`src/rtl/dqsw_training_pkg.sv`:
```
// Shared types and constants for the per-lane DQSW write-leveling controller.
// Contents: FSM state enum, search-phase enum, sample-class enum, ERR_CODE
// values and the AND/OR-to-class helper.
package dqsw_training_pkg;

    typedef enum logic [2:0] {
        S_IDLE,
        S_LOAD,
        S_SETTLE,
        S_SAMPLE,
        S_EVAL,
        S_MOVE,
        S_FIN
    } state_e;

    typedef enum logic {
        SEEK_LOW,
        SEEK_HIGH
    } phase_e;

    typedef enum logic [1:0] {
        CLS_LOW,
        CLS_HIGH,
        CLS_NOISY
    } sample_class_e;

    localparam logic [1:0] ERR_NONE    = 2'd0;
    localparam logic [1:0] ERR_NO_LOW  = 2'd1;
    localparam logic [1:0] ERR_NO_EDGE = 2'd2;
    localparam logic [1:0] ERR_RANGE   = 2'd3;

    // All sampled bits high -> HIGH, none high -> LOW, anything else -> NOISY.
    function automatic sample_class_e classify(input logic acc_and, input logic acc_or);
        if (acc_and)      return CLS_HIGH;
        else if (!acc_or) return CLS_LOW;
        else              return CLS_NOISY;
    endfunction

endpackage

```
`src/rtl/dqsw_sample_classifier.sv`:
```
// Accumulates the AND and OR of every RX_DATA bit seen while enabled and
// reports the resulting sample class.
// Ports:
//   i_clk, i_reset   clock, synchronous active-high reset
//   i_clear          restart accumulation (issued on each LOAD/MOVE)
//   i_en             accumulate i_rx_data this cycle
//   i_rx_data[1:0]   DQ feedback, both phases
//   o_class_c[1:0]   sample_class_e of the accumulators (decoded from flops)
module dqsw_sample_classifier
    import dqsw_training_pkg::*;
(
    input  logic       i_clk,
    input  logic       i_reset,
    input  logic       i_clear,
    input  logic       i_en,
    input  logic [1:0] i_rx_data,
    output logic [1:0] o_class_c
);

    logic r_acc_and;
    logic r_acc_or;

    // AND starts at 1 and OR at 0 so the first enabled word sets both directly.
    always_ff @(posedge i_clk) begin
        if (i_reset || i_clear) begin
            r_acc_and <= 1'b1;
            r_acc_or  <= 1'b0;
        end else if (i_en) begin
            r_acc_and <= r_acc_and & (&i_rx_data);
            r_acc_or  <= r_acc_or  | (|i_rx_data);
        end
    end

    assign o_class_c = classify(r_acc_and, r_acc_or);

endmodule

```
`src/rtl/dqsw_lane_training_ctrl.sv`:
```
// Per-lane DDR3 write-leveling controller: steps the lane IOD delay line one
// tap at a time, samples RX_DATA per tap and reports the first tap where the
// sampled clock turns from low to high.
// Ports:
//   i_fab_clk, i_reset              clock, synchronous active-high reset
//   i_start                         begin/restart request (IDLE or FIN only)
//   i_rx_data[1:0]                  DQ feedback
//   i_delay_line_out_of_range       IOD range flag, aborts training
//   o_delay_line_load/move          one-cycle delay-line pulses
//   o_delay_line_direction          1 = increment, high while trained/training
//   o_eye_monitor_clear_flags       pulses with every LOAD/MOVE
//   o_busy, o_done, o_error         status; DONE/ERROR sticky
//   o_err_code[1:0]                 failure cause
//   o_tap_count[TAP_W-1:0]          current / final tap
module dqsw_lane_training_ctrl
    import dqsw_training_pkg::*;
#(
    parameter int unsigned TAP_W      = 8,
    parameter int unsigned MAX_TAPS   = 255,
    parameter int unsigned SETTLE_CYC = 8,
    parameter int unsigned SAMPLES    = 4
) (
    input  logic             i_fab_clk,
    input  logic             i_reset,
    input  logic             i_start,
    input  logic [1:0]       i_rx_data,
    input  logic             i_delay_line_out_of_range,
    output logic             o_delay_line_load,
    output logic             o_delay_line_move,
    output logic             o_delay_line_direction,
    output logic             o_eye_monitor_clear_flags,
    output logic             o_busy,
    output logic             o_done,
    output logic             o_error,
    output logic [1:0]       o_err_code,
    output logic [TAP_W-1:0] o_tap_count
);

    localparam int unsigned SETTLE_W = (SETTLE_CYC > 1) ? $clog2(SETTLE_CYC) : 1;
    localparam int unsigned SAMPLE_W = (SAMPLES > 1) ? $clog2(SAMPLES) : 1;

    state_e              r_state, w_state_nxt;
    phase_e              r_phase, w_phase_nxt;
    logic [SETTLE_W-1:0] r_settle_cnt, w_settle_cnt_nxt;
    logic [SAMPLE_W-1:0] r_sample_cnt, w_sample_cnt_nxt;
    logic [TAP_W-1:0]    r_tap, w_tap_nxt;
    logic                r_done, w_done_nxt;
    logic                r_error, w_error_nxt;
    logic [1:0]          r_err_code, w_err_code_nxt;
    logic                r_load, w_load_nxt;
    logic                r_move, w_move_nxt;
    logic                r_dir, w_dir_nxt;
    logic                r_clr, w_clr_nxt;
    logic                r_busy, w_busy_nxt;
    logic [1:0]          w_class;

    dqsw_sample_classifier u_classifier (
        .i_clk     (i_fab_clk),
        .i_reset   (i_reset),
        .i_clear   ((r_state == S_LOAD) || (r_state == S_MOVE)),
        .i_en      (r_state == S_SAMPLE),
        .i_rx_data (i_rx_data),
        .o_class_c (w_class)
    );

    // State and all output registers.
    always_ff @(posedge i_fab_clk) begin
        if (i_reset) begin
            r_state      <= S_IDLE;
            r_phase      <= SEEK_LOW;
            r_settle_cnt <= '0;
            r_sample_cnt <= '0;
            r_tap        <= '0;
            r_done       <= 1'b0;
            r_error      <= 1'b0;
            r_err_code   <= ERR_NONE;
            r_load       <= 1'b0;
            r_move       <= 1'b0;
            r_dir        <= 1'b0;
            r_clr        <= 1'b0;
            r_busy       <= 1'b0;
        end else begin
            r_state      <= w_state_nxt;
            r_phase      <= w_phase_nxt;
            r_settle_cnt <= w_settle_cnt_nxt;
            r_sample_cnt <= w_sample_cnt_nxt;
            r_tap        <= w_tap_nxt;
            r_done       <= w_done_nxt;
            r_error      <= w_error_nxt;
            r_err_code   <= w_err_code_nxt;
            r_load       <= w_load_nxt;
            r_move       <= w_move_nxt;
            r_dir        <= w_dir_nxt;
            r_clr        <= w_clr_nxt;
            r_busy       <= w_busy_nxt;
        end
    end

    // Next-state, counters and flags; outputs are decoded from the next state
    // so each one is a flop aligned with the state it belongs to.
    always_comb begin
        w_state_nxt      = r_state;
        w_phase_nxt      = r_phase;
        w_settle_cnt_nxt = r_settle_cnt;
        w_sample_cnt_nxt = r_sample_cnt;
        w_tap_nxt        = r_tap;
        w_done_nxt       = r_done;
        w_error_nxt      = r_error;
        w_err_code_nxt   = r_err_code;

        case (r_state)
            S_IDLE, S_FIN: begin
                if (i_start) begin
                    w_state_nxt    = S_LOAD;
                    w_phase_nxt    = SEEK_LOW;
                    w_tap_nxt      = '0;
                    w_done_nxt     = 1'b0;
                    w_error_nxt    = 1'b0;
                    w_err_code_nxt = ERR_NONE;
                end
            end
            S_LOAD, S_MOVE: begin
                w_state_nxt      = S_SETTLE;
                w_settle_cnt_nxt = '0;
            end
            S_SETTLE: begin
                if (i_delay_line_out_of_range) begin
                    w_state_nxt    = S_FIN;
                    w_error_nxt    = 1'b1;
                    w_err_code_nxt = ERR_RANGE;
                end else if (r_settle_cnt == SETTLE_W'(SETTLE_CYC - 1)) begin
                    w_state_nxt      = S_SAMPLE;
                    w_sample_cnt_nxt = '0;
                end else begin
                    w_settle_cnt_nxt = r_settle_cnt + SETTLE_W'(1);
                end
            end
            S_SAMPLE: begin
                if (i_delay_line_out_of_range) begin
                    w_state_nxt    = S_FIN;
                    w_error_nxt    = 1'b1;
                    w_err_code_nxt = ERR_RANGE;
                end else if (r_sample_cnt == SAMPLE_W'(SAMPLES - 1)) begin
                    w_state_nxt = S_EVAL;
                end else begin
                    w_sample_cnt_nxt = r_sample_cnt + SAMPLE_W'(1);
                end
            end
            S_EVAL: begin
                if ((r_phase == SEEK_LOW) && (w_class == CLS_LOW)) begin
                    w_phase_nxt = SEEK_HIGH;
                end
                if ((r_phase == SEEK_HIGH) && (w_class == CLS_HIGH)) begin
                    w_state_nxt = S_FIN;
                    w_done_nxt  = 1'b1;
                end else if (r_tap == TAP_W'(MAX_TAPS)) begin
                    // A low region found on the last tap still counts as found.
                    w_state_nxt    = S_FIN;
                    w_error_nxt    = 1'b1;
                    w_err_code_nxt = (w_phase_nxt == SEEK_LOW) ? ERR_NO_LOW : ERR_NO_EDGE;
                end else begin
                    w_state_nxt = S_MOVE;
                    w_tap_nxt   = r_tap + TAP_W'(1);
                end
            end
            default: begin
                w_state_nxt = S_IDLE;
            end
        endcase

        w_load_nxt = (w_state_nxt == S_LOAD);
        w_move_nxt = (w_state_nxt == S_MOVE);
        w_clr_nxt  = w_load_nxt || w_move_nxt;
        w_busy_nxt = (w_state_nxt != S_IDLE) && (w_state_nxt != S_FIN);
        w_dir_nxt  = (w_state_nxt != S_IDLE);
    end

    assign o_delay_line_load         = r_load;
    assign o_delay_line_move         = r_move;
    assign o_delay_line_direction    = r_dir;
    assign o_eye_monitor_clear_flags = r_clr;
    assign o_busy                    = r_busy;
    assign o_done                    = r_done;
    assign o_error                   = r_error;
    assign o_err_code                = r_err_code;
    assign o_tap_count               = r_tap;

endmodule

```
`config.mk`:
```
export PLATFORM = sky130hd
export DESIGN_NAME = dqsw_lane_training_ctrl
export DESIGN_NICKNAME = d
export VERILOG_FILES = /design/src/rtl/dqsw_training_pkg.sv /design/src/rtl/dqsw_sample_classifier.sv /design/src/rtl/dqsw_lane_training_ctrl.sv
export SDC_FILE = /design/constraint.sdc
export NUM_CORES = 1
export LEC_CHECK = 0
export ABC_CLOCK_PERIOD_IN_PS = 2100
export BUFFER_PORTS_ARGS = -buffer_cell sky130_fd_sc_hd__buf_4
export CORE_MARGIN = 3
export CORE_UTILIZATION = 35
export CTS_BUF_LIST = sky130_fd_sc_hd__clkbuf_4
export DETAILED_ROUTE_END_ITERATION = 6
export PLACE_DENSITY_LB_ADDON = 0.2
export SLEW_MARGIN = 20
export SYNTH_ARGS = -nofsm -noshare
export SYNTH_HDL_FRONTEND = slang
export SYNTH_HIERARCHICAL = 1
export SYNTH_SLANG_ARGS = --single-unit
```
`constraint.sdc`:
```
create_clock -name i_fab_clk -period 2.1 [get_ports i_fab_clk]
set_input_delay 0.105 -clock i_fab_clk [delete_from_list [all_inputs] [get_ports i_fab_clk]]
set_output_delay 0.105 -clock i_fab_clk [all_outputs]
set_load 0.01 [all_outputs]
```
Word level (Yosys, flattened, before mapping)
Index checks and enable logic that the tools add are counted.
Widths: inputs -> output; s select.
{"block": "word_totals", "reg_bits": 28, "inputBits": 6, "output_inout_bits": 17, "elab_cells": 107}
{"block": "op_classes", "add_sub_neg": 3, "eq_ne": 24, "muxes": 38, "n_bitwise": 3, "reduce_logical": 24}
{"op": "$mux 2", "count": 13}
{"op": "$mux 8", "count": 3}
{"op": "$mux 3", "count": 7}
{"op": "$ne 2x2->1 const B", "count": 10}
{"op": "$pmux 8 s2", "count": 1}
{"op": "$eq 3x3->1 const B", "count": 5}
{"op": "$pmux 3 s5", "count": 1}
{"op": "$reduce_and 5->1", "count": 2}
{"op": "$add 8x1->8 const B", "count": 1}
{"op": "$eq 8x8->1 const B", "count": 1}
{"op": "$reduce_or 2->1", "count": 4}
{"op": "$mux 1", "count": 7}
{"op": "$eq 3x1->1 const B", "count": 2}
{"op": "$eq 3x2->1 const B", "count": 2}
{"op": "$pmux 2 s3", "count": 1}
{"op": "$pmux 3 s2", "count": 1}
{"op": "$reduce_and 3->1", "count": 2}
{"op": "$reduce_bool 2->1", "count": 3}
{"op": "$reduce_bool 3->1", "count": 2}
{"op": "$pmux 1 s2", "count": 2}
{"op": "$pmux 2 s2", "count": 1}
{"op": "$reduce_and 2->1", "count": 2}
{"op": "$reduce_and 4->1", "count": 1}
{"op": "$add 3x1->3 const B", "count": 1}
{"op": "other kinds (13)", "count": 17}

Longest topological paths before layout
Gate-level depths: netlist (run 1).
{"block": "logic_depth", "word_depth": 10, "mapped_depth": 6, "depth_no_buf": 6}

By module
The synthesis (run 1) kept the hierarchy.
{"mod": "dqsw_lane_training_ctrl", "instances": 1, "cells_per_inst": 145, "area_per_inst_um2": 1273.7, "seq_area_each_um2": 520.5}
{"mod": "dqsw_sample_classifier", "instances": 1, "cells_per_inst": 9, "area_per_inst_um2": 87.6, "seq_area_each_um2": 40.0}

Worst setup path before layout (run 1)
No wires, ideal clock.
{"block": "synth_timing", "path_type": "reg2reg", "start": "reg u_classifier.r_acc_or", "end": "reg r_err_code[0] (netlist: o_err_code[0])", "setup_ns": 0.119, "t_arrival_ns": 1.732, "required_time_ns": 1.981, "path_slack_ns": 0.250, "stages_incl_launch_ff": 6, "path_buffers": 0, "synth_period_minus_slack_ns": 1.850, "cell_sequence": "dfxtp_1 > nor2b_1 > and3b_1 > or4b_1 > or2_2 > o221a_2"}
{"block": "synth_via", "elab_chain_cells": 10, "elab_cells_between_ends": 14, "cone_classes": "2 x eq/ne; 8 x mux; 4 x reduce/logical"}
{"element": "from (decl)", "line": "dqsw_sample_classifier.sv:21", "source": "logic r_acc_or;"}
{"element": "from (signal assigned)", "line": "dqsw_sample_classifier.sv:30", "source": "r_acc_or <= r_acc_or | (|i_rx_data);"}
{"element": "$mux 2 *", "line": "dqsw_training_pkg.sv:35", "source": "else if (!acc_or) return CLS_LOW;"}
{"element": "$mux 2 *", "line": "dqsw_training_pkg.sv:34", "source": "if (acc_and) return CLS_HIGH;"}
{"element": "via w_class[1]", "line": "dqsw_lane_training_ctrl.sv:55", "source": "logic [1:0] w_class;"}
{"element": "$logic_not 2->1", "line": "dqsw_lane_training_ctrl.sv:150", "source": "if ((r_phase == SEEK_LOW) && (w_class == CLS_LOW)) begin"}
{"element": "$logic_and 1x1->1", "line": "dqsw_lane_training_ctrl.sv:150"}
{"element": "$mux 1", "line": "dqsw_lane_training_ctrl.sv:150"}
{"element": "$mux 1", "line": "dqsw_lane_training_ctrl.sv:111", "source": "case (r_state)"}
{"element": "$mux 2", "line": "dqsw_lane_training_ctrl.sv:160", "source": "w_err_code_nxt = (w_phase_nxt == SEEK_LOW) ? ERR_NO_LOW : ERR_NO_EDGE;"}
{"element": "$mux 2", "line": "dqsw_lane_training_ctrl.sv:156", "source": "end else if (r_tap == TAP_W'(MAX_TAPS)) begin"}
{"element": "$mux 2", "line": "dqsw_lane_training_ctrl.sv:153", "source": "if ((r_phase == SEEK_HIGH) && (w_class == CLS_HIGH)) begin"}
{"element": "$pmux 2 s3", "line": "dqsw_lane_training_ctrl.sv:111"}
{"element": "to (signal assigned)", "line": "dqsw_lane_training_ctrl.sv:90", "source": "r_err_code <= w_err_code_nxt;"}
{"element": "to (decl)", "line": "dqsw_lane_training_ctrl.sv:49", "source": "logic [1:0] r_err_code, w_err_code_nxt;"}
Mark *: on every way through the listed nets, which the timed path passes. The rest lies on a longest branch. The select of a mux whose other input is x is not followed.
A chain may end at the register's enable or synchronous reset.

Worst setup path in the final report (run 1)
Same ends and word-level chain as after synthesis.

==> results of run 1 <==
-- cell families after synthesis --
logic type      Yosys count  synth area share, %
flops                    28                 41.2
compound gates           44                 22.2
mux                       2                 1.47
xor+xnor                  2                 1.29
buf+inv                   8                 2.67
fa+ha+maj                 4                 3.68
simple gates             66                 27.6
-- path summary, 6_finish.rpt --
check	from	endpoint	slack, ps	cells after the start
setup reg to reg	u_classifier/r_acc_or$_SDFFE_PP0P_	o_err_code[0]$_SDFFE_PP0P_	140	5
hold reg to reg	r_settle_cnt[2]$_SDFFE_PP0P_	r_settle_cnt[2]$_SDFFE_PP0P_	480	2
setup / recovery	u_classifier/r_acc_or$_SDFFE_PP0P_	o_err_code[0]$_SDFFE_PP0P_	140	5
hold / removal	i_reset	o_tap_count[1]$_SDFFE_PP0P_	60	2
-- per-stage QoR --
stage / setup slack (ps) / cells / power [mW]
after floorplan: 250 / 154 / 0.703
after global placement: 196 / 224 / 0.771
after detailed placement: 152 / 224 / 0.777
after CTS: 132 / 228 / 0.994
after global routing: 14.7 / 228 / 1.05
final: 136 / 228 / 0.981
-- power groups by stage --
stage / combinational, mW / clock, mW / sequential [mW]
2_1_floorplan: 0.112 / 0 / 0.591
3_3_place_gp: 0.189 / 0 / 0.582
3_5_place_dp: 0.194 / 0 / 0.583
4_1_cts: 0.193 / 0.229 / 0.572
5_1_grt: 0.213 / 0.264 / 0.576
6_report: 0.191 / 0.219 / 0.572
-- worst reg2reg max path: cells and delay by family, from the launching register on --
| family | cells | cell delay (ps) |
|---|---|---|
| AND/OR/NAND/NOR | 4 | 1270 |
| AO/OA/AOI/OAI | 1 | 230 |
| flip-flops | 1 | 370 |
-- layer usage --
layer  vias to the layer above  track usage, %  wire length (microns)
met5                         -               0                      0
met4                         0            5.21                     24
met3                         2            2.96                    113
met2                        14            24.3                   1400
met1                       549            16.9                   1340
li1                        619               -                      -
-- cell type report --
| cell class | count | area [sq um] |
|---|---|---|
| fill | 385 | 2090 |
| multi-input combinational | 118 | 764 |
| sequential | 28 | 561 |
| timing repair buffer | 27 | 203 |
| tap | 48 | 60.1 |
| clock buffer | 3 | 22.5 |
| inverter | 3 | 11.3 |
| clock inverter | 1 | 3.75 |
-- registers in the layout, indices dropped and copies added, names as in the netlist --
name                       flops
o_delay_line_move              1
o_delay_line_direction         1
o_busy                         1
r_sample_cnt                   2
u_classifier/r_acc_or          1
o_error                        1
u_classifier/r_acc_and         1
o_done                         1
o_delay_line_load              1
o_tap_count                    8
o_eye_monitor_clear_flags      1
r_phase                        1
r_state                        3
r_settle_cnt                   3
o_err_code                     2
-- cells in the final DEF, fill, tap and decap left out, types with 4 or more instances in the layout --
| cell type | count |
|---|---|
| sky130_fd_sc_hd__ha_1 | 4 |
| sky130_fd_sc_hd__nand2_1 | 9 |
| sky130_fd_sc_hd__nor2b_1 | 4 |
| sky130_fd_sc_hd__and2_1 | 4 |
| sky130_fd_sc_hd__o21ai_0 | 4 |
| sky130_fd_sc_hd__nand3_1 | 4 |
| sky130_fd_sc_hd__nor2_1 | 15 |
| sky130_fd_sc_hd__a21oi_1 | 16 |
| sky130_fd_sc_hd__dfxtp_1 | 28 |
| sky130_fd_sc_hd__buf_4 | 27 |
| sky130_fd_sc_hd__nand2b_1 | 6 |
==> flow_metrics.env, run 1 <==
export IMPL_syn_area_per_cell_sq_um=8.84
export IMPL_post_synth_most_frequent_cells="sky130_fd_sc_hd__dfxtp_1 (28), sky130_fd_sc_hd__a21oi_1 (16), sky130_fd_sc_hd__nor2_1 (15), sky130_fd_sc_hd__nand2_1 (9), sky130_fd_sc_hd__nand2b_1 (6)"
export IMPL_grt_start_max_net_pins=16
export IMPL_wl_per_cell_microns=12.6
export IMPL_post_cts_resized_instances=0
export IMPL_finalSetupViolCount=0
export IMPL_critPathBufInv=0
export IMPL_synth_yosys_seq_area_share_pct=41.2
export IMPL_route_detailed_drc=0
export IMPL_totalNegativeSetupSlack_ps=0
export IMPL_cts_post_setup_buffers_inserted=0
export IMPL_status="finished, final reports clean"
export IMPL_power_per_cell_area_mw_per_mm2=604
export IMPL_ir_drop_v=0.000198
export IMPL_maxClockFrequency_mhz=509
export IMPL_synth_top_area_cell="sky130_fd_sc_hd__dfxtp_1"
export IMPL_arrival_ps=2190
export IMPL_setup_worst_path_start_class="flop"
export IMPL_first_pass_grt_wire_length_microns=4970
export IMPL_postSynthNetCount=164
export IMPL_power_leakage_nw=0.641
export IMPL_worst_setup_path_end_kind="flop"
export IMPL_ys_ff_latch=28
export IMPL_post_cts_hold_fix_bufs=0
export IMPL_clock_latency_reported_for_the_late_side_of_the_worst_skew_pair_ps=320
export IMPL_cts_buffers=3
export IMPL_synth_area_top_cells="sky130_fd_sc_hd__dfxtp_1 (41%), sky130_fd_sc_hd__a21oi_1 (5.9%), sky130_fd_sc_hd__nor2_1 (4.1%), sky130_fd_sc_hd__ha_1 (3.7%), sky130_fd_sc_hd__nand2b_1 (2.8%)"
export IMPL_finalWorstPathRequiredPeriod_ps=1960
export IMPL_die_area_sq_mm=0.00467
export IMPL_drt_initial_drc_count=61
export IMPL_flow_area_growth_from_synthesis_pct=19.4
export IMPL_synth_enable_flop_cells=0
export IMPL_finalMaxSlewViolations=0
export IMPL_yosys_cell_types_count=46
export IMPL_antennaDiodeCount=0
export IMPL_tritoncts_clock_tree="yes"
export IMPL_grt_setup_unrepaired="false"
export IMPL_final_standard_cell_utilization_of_the_core_pct=43.7
export IMPL_design_core_area_sq_mm=0.00372
export IMPL_timing_hold_violations_final=0
export IMPL_syn_area_sq_mm=0.00136
export IMPL_overall_global_routing_resource_usage_pct=14.0
export IMPL_hold_class="input port to flop"
export IMPL_crit_type="flop to flop"
export IMPL_port_buffers=22
export IMPL_grt_antenna_before_repair=0
export IMPL_fp_dieH_microns=68.4
export IMPL_cts_sinks=28
export IMPL_worst_slew_margin_rel_pct=64.4
export IMPL_timing_critical_path_max_delay_family="simple AND/OR/NAND/NOR gates"
export IMPL_power_switching_share_pct=27.3
export IMPL_worst_slew_pin_transition_ps=529
export IMPL_post_synth_top_count_cell="sky130_fd_sc_hd__dfxtp_1"
export IMPL_start_util_pct=36.6
export IMPL_clock_tree_buffer_depth=2
export IMPL_via_count=1184
export IMPL_postRouteWirelength_microns=2880
export IMPL_path_cells="nor2b_1 > and3b_1 > or4b_1 > or2_2 > o221a_2"
export IMPL_drt_first_pass_iters=4
export IMPL_critical_path_max_stage_delay_ps=530
export IMPL_power_share_combinational_pct=19.5
export IMPL_clock_tree_root_cell="sky130_fd_sc_hd__clkbuf_4"
export IMPL_synth_top_cell_area_share_pct=41.2
export IMPL_critical_path_slowest_cell="sky130_fd_sc_hd__or4b_1"
export IMPL_worst_endpoint_required_time_ps=2330
export IMPL_p_seq_share_pct=58.2
export IMPL_row_count=22
export IMPL_final_hold_worst_slack_ps=62.1
export IMPL_synth_warnings=6
export IMPL_grt_overflow_total=0
export IMPL_detailed_place_hpwl_microns=2280
export IMPL_critical_path_max_fanout=5
export IMPL_first_global_vias=1142
export IMPL_clock_tree_htree_level_count=1
export IMPL_die_x_microns=68.4
export IMPL_postSynth_asyncResetShare_pct=0
export IMPL_number_of_top_level_design_ports=23
export IMPL_final_nets=191
export IMPL_max_cap_violations=0
export IMPL_clock_power_share_pct=22.3
export IMPL_switchingPower_mw=0.268
export IMPL_drt_vias_per_instance=5.19
export IMPL_power_internal_mw=0.713
export IMPL_dpl_instance_area_sq_mm=0.00160
export IMPL_layout_worst_path_cycle_share_pct=93.5
export IMPL_post_route_cell_area_sq_mm=0.00163
export IMPL_postSynthCellCount=154
export IMPL_antenna_left=0
export IMPL_worst_setup_hold_path_clk_slew_ps=140
export IMPL_fin_worst_skew_ps=4.19
export IMPL_synth_flop_cell="sky130_fd_sc_hd__dfxtp_1"
export IMPL_drive_above_1_share_pct=21.7
export IMPL_place_congestion=0.754
No activity file was read; power rests on OpenSTA's default activity.
==> inputs of run 2 (changes only) <==
--- a/config.mk
+++ b/config.mk
@@ -6,7 +6,7 @@
 export NUM_CORES = 1
 export LEC_CHECK = 0
 export ABC_CLOCK_PERIOD_IN_PS = 2100
-export BUFFER_PORTS_ARGS = -buffer_cell sky130_fd_sc_hd__buf_4
+export BUFFER_PORTS_ARGS = -buffer_cell sky130_fd_sc_hd__buf_2
 export CORE_MARGIN = 3
 export CORE_UTILIZATION = 35
 export CTS_BUF_LIST = sky130_fd_sc_hd__clkbuf_4
==> run 2 against run 1 <==
Against the previous run: via count up 2.4%; wire length up 4.7%; fmax up 0.17%; clock skew down 0.72 ps; combinational power down 4%; non-clock buffer count unchanged; critical path depth unchanged; global-route usage down 0.063 points; first-iteration DRC count up 38%; critical endpoint is now o_tap_count[7]$_SDFFE_PP0P_; largest power group unchanged.
==> flow_metrics.env, run 2 (synthesized netlist as in run 1, its figures left out) <==
export IMPL_post_cts_hold_fix_bufs=0
export IMPL_final_hold_worst_slack_ps=98.0
export IMPL_worst_slew_margin_rel_pct=64.0
export IMPL_area_of_the_multi_input_gates_sq_um=764
export IMPL_fillers=386
export IMPL_die_x_microns=68.4
export IMPL_grt_busiest_layer="met2"
export IMPL_clock_latency_reported_for_the_late_side_of_the_worst_skew_pair_ps=320
export IMPL_tritoncts_clock_tree="yes"
export IMPL_first_pass_grt_wire_length_microns=4910
export IMPL_antennaDiodeCount=0
export IMPL_final_nets=191
export IMPL_drive_above_1_share_pct=21.8
export IMPL_drt_first_pass_iters=4
export IMPL_instances_no_fill=227
export IMPL_ir_drop_v=0.000193
export IMPL_fp_dieH_microns=68.4
export IMPL_finalMaxSlewViolations=0
export IMPL_crit_type="flop to flop"
export IMPL_layout_commonest_cell="sky130_fd_sc_hd__dfxtp_1"
export IMPL_grt_met3_usage_pct=1.97
export IMPL_port_buffers=22
export IMPL_worst_slew_pin_transition_ps=536
export IMPL_ff_latch_area_sq_um=561
export IMPL_worst_setup_hold_path_clk_slew_ps=140
export IMPL_worst_endpoint_required_time_ps=2360
export IMPL_finalSetupViolCount=0
export IMPL_max_cap_violations=0
export IMPL_groute_layer_met1_usage_pct=16.8
export IMPL_timing_hold_violations_final=0
export IMPL_power_leakage_nw=0.635
export IMPL_setup_worst_path_start_class="flop"
export IMPL_arrival_ps=2220
export IMPL_placement_setup_worst_slack_ps=161
export IMPL_route_detailed_drc=0
export IMPL_die_area_sq_mm=0.00467
export IMPL_clock_tree_buffer_depth=2
export IMPL_clock_tree_root_cell="sky130_fd_sc_hd__clkbuf_4"
export IMPL_totalNegativeSetupSlack_ps=0
export IMPL_timing_rr_start="o_tap_count[0]$_SDFFE_PP0P_"
export IMPL_drt_initial_drc_count=84
export IMPL_maxClockFrequency_mhz=510
export IMPL_via_count=1213
export IMPL_grt_util_met2_pct=24.3
export IMPL_grt_overflow_total=0
export IMPL_finalWorstPathRequiredPeriod_ps=1960
export IMPL_hold_class="input port to flop"
export IMPL_grt_setup_unrepaired="false"
export IMPL_drt_vias_per_instance=5.34
export IMPL_number_of_top_level_design_ports=23
export IMPL_detailed_place_hpwl_microns=2300
export IMPL_dp_cells=224
export IMPL_worstReg2RegEnd="o_tap_count[7]$_SDFFE_PP0P_"
export IMPL_rr_worst_depth=5
export IMPL_layout_cells_most_common_list="sky130_fd_sc_hd__dfxtp_1 (28), sky130_fd_sc_hd__buf_2 (22), sky130_fd_sc_hd__a21oi_1 (16)"
export IMPL_reg2reg_slack_ps=140
export IMPL_setup_slack_ps=139
export IMPL_postRouteWirelength_microns=3020
export IMPL_post_cts_resized_instances=0
export IMPL_antenna_left=0
export IMPL_overall_global_routing_resource_usage_pct=14.0
export IMPL_design_core_area_sq_mm=0.00372
export IMPL_clock_tree_htree_level_count=1
export IMPL_worst_setup_path_end_kind="flop"
export IMPL_post_route_cell_area_sq_mm=0.00157
export IMPL_layout_worst_path_cycle_share_pct=93.4
export IMPL_cp_startpoint="o_tap_count[0]$_SDFFE_PP0P_"
export IMPL_dpl_instance_area_sq_mm=0.00154
export IMPL_grt_start_max_net_pins=16
export IMPL_status="finished, final reports clean"
export IMPL_largest_register_ffs=8
export IMPL_timing_critical_path_to="o_tap_count[7]$_SDFFE_PP0P_"
export IMPL_grt_antenna_before_repair=0
export IMPL_row_count=22
export IMPL_power_per_cell_area_mw_per_mm2=616
export IMPL_wl_per_cell_microns=13.3
export IMPL_fin_worst_skew_ps=3.47
export IMPL_cts_buffers=3
export IMPL_start_util_pct=36.6
export IMPL_critical_path_max_fanout=8
export IMPL_flow_area_growth_from_synthesis_pct=15.1
export IMPL_first_global_vias=1131
export IMPL_place_congestion=0.781
export IMPL_cts_sinks=28
export IMPL_cts_post_setup_buffers_inserted=0
[run 2: layout make-up]
| type | count | area share (%) |
|---|---|---|
| sequential | 28 | 35.8 |
| timing repair buffer | 27 | 9.42 |
| tap | 48 | 3.83 |
| clock buffer | 3 | 1.44 |
| inverter | 3 | 0.719 |
| multi-input combinational | 118 | 48.8 |
[run 2: how the worst min path moves through the flow]
stage	startpoint	to	slack, ps	cells after the start
after global routing	i_rx_data[1]	u_classifier/r_acc_and$_SDFFE_PP1P_	100	3
after detailed placement	i_rx_data[1]	u_classifier/r_acc_and$_SDFFE_PP1P_	440	3
after CTS	i_rx_data[1]	u_classifier/r_acc_and$_SDFFE_PP1P_	90	3
final	i_rx_data[0]	u_classifier/r_acc_and$_SDFFE_PP1P_	100	3
after floorplan	i_reset	u_classifier/r_acc_or$_SDFFE_PP0P_	180	1
after global placement	i_rx_data[1]	u_classifier/r_acc_and$_SDFFE_PP1P_	430	3
[run 2: metal layers]
layer / vias up / share of wire (%)
met1: 576 / 45
li1: 616 / -
met4: 0 / 0.80
met2: 19 / 51
met3: 2 / 3.1
met5: - / 0
[run 2: metrics by stage]
stage               utilization (%)  power (mW)
floorplan                         -       0.703
global placement               41.5       0.758
detailed placement             41.5       0.763
CTS                            42.2       0.982
global route                   42.2        1.02
finish                         42.2       0.966
[run 2: worst max-delay path: stages (launching register included)]
cell and delay [ps]:
sky130_fd_sc_hd__dfxtp_1 390, sky130_fd_sc_hd__ha_1 260, sky130_fd_sc_hd__and3_1 230, sky130_fd_sc_hd__a211o_4 390, sky130_fd_sc_hd__or4_1 500, sky130_fd_sc_hd__a21oi_1 140
[run 2: power by group]
part	internal [mW]	total (mW)	switching, mW	leakage, nW
logic	0.0737	0.183	0.109	0.393
clock network	0.0672	0.213	0.146	0.0138
registers	0.558	0.570	0.0120	0.228
total	0.699	0.966	0.267	0.635
==> inputs of run 3 (changes only) <==
--- a/config.mk
+++ b/config.mk
@@ -5,7 +5,7 @@
 export SDC_FILE = /design/constraint.sdc
 export NUM_CORES = 1
 export LEC_CHECK = 0
-export ABC_CLOCK_PERIOD_IN_PS = 2100
+export ABC_CLOCK_PERIOD_IN_PS = 1700
 export BUFFER_PORTS_ARGS = -buffer_cell sky130_fd_sc_hd__buf_2
 export CORE_MARGIN = 3
 export CORE_UTILIZATION = 35
==> constraint.sdc (replaced) <==
create_clock -name i_fab_clk -period 1.7 [get_ports i_fab_clk]
set_input_delay 0.085 -clock i_fab_clk [delete_from_list [all_inputs] [get_ports i_fab_clk]]
set_output_delay 0.085 -clock i_fab_clk [all_outputs]
set_load 0.01 [all_outputs]
==> run 3 against run 2 <==
Against the previous run: the run now ends with negative setup slack left; clock skew down 2.0 ps; register-to-register slack worse by 210 ps; total power up 28%; first-iteration DRC count down 49%; wire length up 8.0%; worst hold slack worse by 16 ps; largest cell class unchanged.
==> flow_metrics.env, run 3 (synthesized netlist as in run 1, its figures left out) <==
export IMPL_status="complete, but fails checks"
export IMPL_violations="negative setup slack"
export IMPL_number_of_top_level_design_ports=23
export IMPL_die_x_microns=68.4
export IMPL_finalWorstPathRequiredPeriod_ps=1770
export IMPL_grt_antenna_before_repair=0
export IMPL_cts_sinks=28
export IMPL_layout_commonest_cell="sky130_fd_sc_hd__buf_4"
export IMPL_post_cts_hold_fix_bufs=0
export IMPL_path_cells="nor2b_4 > and3b_2 > or4b_4 > or2_4 > o221a_4"
export IMPL_design_core_area_sq_mm=0.00372
export IMPL_drt_vias_per_instance=5.28
export IMPL_overall_global_routing_resource_usage_pct=14.7
export IMPL_worst_hold_path_endpoint="u_classifier/r_acc_and$_SDFFE_PP1P_"
export IMPL_wl_per_cell_microns=13.2
export IMPL_grt_start_max_net_pins=16
export IMPL_crit_type="flop to flop"
export IMPL_finalSetupViolCount=3
export IMPL_via_count=1300
export IMPL_timing_rr_start="u_classifier/r_acc_or$_SDFFE_PP0P_"
export IMPL_antennaDiodeCount=0
export IMPL_final_nets=209
export IMPL_clock_tree_root_cell="sky130_fd_sc_hd__clkbuf_4"
export IMPL_fin_worst_skew_ps=1.52
export IMPL_flow_area_growth_from_synthesis_pct=32.9
export IMPL_cts_buffers=3
export IMPL_antenna_left=0
export IMPL_reg2reg_slack_ps=-70
export IMPL_placement_setup_worst_slack_ps=-79.7
export IMPL_hold_start="i_rx_data[1]"
export IMPL_critical_path_slowest_cell="sky130_fd_sc_hd__or4b_4"
export IMPL_power_leakage_nw=0.747
export IMPL_arrival_ps=2010
export IMPL_layout_cells_most_common_list="sky130_fd_sc_hd__buf_4 (23), sky130_fd_sc_hd__buf_2 (22), sky130_fd_sc_hd__dfxtp_1 (21)"
export IMPL_power_per_cell_area_mw_per_mm2=683
export IMPL_top_layer_used="met4"
export IMPL_hold_class="input port to flop"
export IMPL_detailed_place_hpwl_microns=2360
export IMPL_clock_tree_htree_level_count=1
export IMPL_timing_hold_violations_final=0
export IMPL_max_cap_violations=0
export IMPL_critical_path_max_fanout=3
export IMPL_worstReg2RegEnd="o_err_code[0]$_SDFFE_PP0P_"
export IMPL_grt_overflow_total=0
export IMPL_clock_tree_buffer_depth=2
export IMPL_worst_endpoint_required_time_ps=1930
export IMPL_fp_dieH_microns=68.4
export IMPL_grt_setup_unrepaired="true"
export IMPL_tritoncts_clock_tree="yes"
export IMPL_wire_length_on_met1_microns=1430
export IMPL_worst_slew_margin_rel_pct=65.8
export IMPL_worst_setup_path_end_kind="flop"
export IMPL_ir_drop_v=0.000282
export IMPL_row_count=22
export IMPL_largest_register_ffs=8
export IMPL_layout_worst_path_cycle_share_pct=104
export IMPL_place_congestion=0.763
export IMPL_first_global_vias=1194
export IMPL_worst_setup_hold_path_clk_slew_ps=140
export IMPL_met2_wirelength_microns=1700
export IMPL_drt_first_pass_iters=4
export IMPL_totalNegativeSetupSlack_ps=-187
export IMPL_setup_worst_path_start_class="flop"
export IMPL_port_buffers=22
export IMPL_finalMaxSlewViolations=0
export IMPL_drt_initial_drc_count=43
export IMPL_critical_path_max_stage_delay_ps=490
export IMPL_first_pass_grt_wire_length_microns=5220
export IMPL_clock_latency_reported_for_the_late_side_of_the_worst_skew_pair_ps=320
export IMPL_dr_wl_met3_microns=110
export IMPL_start_util_pct=36.6
export IMPL_drive_above_1_share_pct=39.4
export IMPL_worstHoldPathCells=3
export IMPL_die_area_sq_mm=0.00467
export IMPL_worst_slew_pin_transition_ps=513
export IMPL_route_detailed_drc=0
export IMPL_rr_worst_depth=5
export IMPL_postRouteWirelength_microns=3260
export IMPL_maxClockFrequency_mhz=564
export IMPL_setup_slack_ps=-73.2
run 3: changes by cell type in the layout (fill, tap and decap cells not counted), sizes merged:
cell    before  now
buf         27   45
clkinv       0    1
run 3: stage by stage:
step                      hold WS, ps  power (mW)  instances  utilization [%]  cell area, sq um
after CTS                        66.1        1.23        245             47.0              1750
after floorplan                   156       0.869        154                -              1400
final                            81.7        1.23        246             48.7              1810
after global routing             69.7        1.31        246             48.7              1810
after global placement            408       0.944        238             45.3              1680
after detailed placement          420       0.948        238             45.3              1680
run 3: layout make-up:
type	count	area, sq um
fill	357	1910
clock buffer	3	22.5
tap	48	60.1
clock inverter	1	3.75
multi-input combinational	118	857
timing repair buffer	45	283
sequential	28	572
inverter	3	11.3
run 3: where the power goes:
group	switching, mW	leakage (nW)	internal, mW	total [mW]
registers	0.0152	0.230	0.690	0.705
logic	0.145	0.502	0.112	0.257
clock network	0.187	0.0154	0.0860	0.273
run 3: worst max path at each step:
stage | cells past startpoint | end | from | slack [ps]
after floorplan | 5 | o_err_code[0]$_SDFFE_PP0P_ | u_classifier/r_acc_or$_SDFFE_PP0P_ | -30
after global placement | 5 | o_err_code[0]$_SDFFE_PP0P_ | u_classifier/r_acc_and$_SDFFE_PP1P_ | -50
after detailed placement | 5 | o_err_code[1]$_SDFFE_PP0P_ | u_classifier/r_acc_and$_SDFFE_PP1P_ | -80
after CTS | 5 | o_err_code[1]$_SDFFE_PP0P_ | u_classifier/r_acc_or$_SDFFE_PP0P_ | -50
after global routing | 5 | o_err_code[0]$_SDFFE_PP0P_ | u_classifier/r_acc_or$_SDFFE_PP0P_ | -120
final | 5 | o_err_code[0]$_SDFFE_PP0P_ | u_classifier/r_acc_or$_SDFFE_PP0P_ | -70
run 3: timing repair:
action                     4_1_cts  5_1_grt
pin swaps                        5        2
setup buffers                    3        1
setup endpoints to repair        5       15
gates resized for setup          6       11
run 3: worst max-delay path: cells and delay by family, from the launching register on:
family           cells  cell delay [ps]
AO/OA/AOI/OAI        1              210
flip-flops           1              360
AND/OR/NAND/NOR      4             1120
run 3: metal layers:
| metal | track usage, % | vias to the layer above |
|---|---|---|
| met1 | 17.3 | 625 |
| met4 | 5.21 | 0 |
| li1 | - | 651 |
| met3 | 1.97 | 2 |
| met5 | 0 | - |
| met2 | 26.7 | 22 |
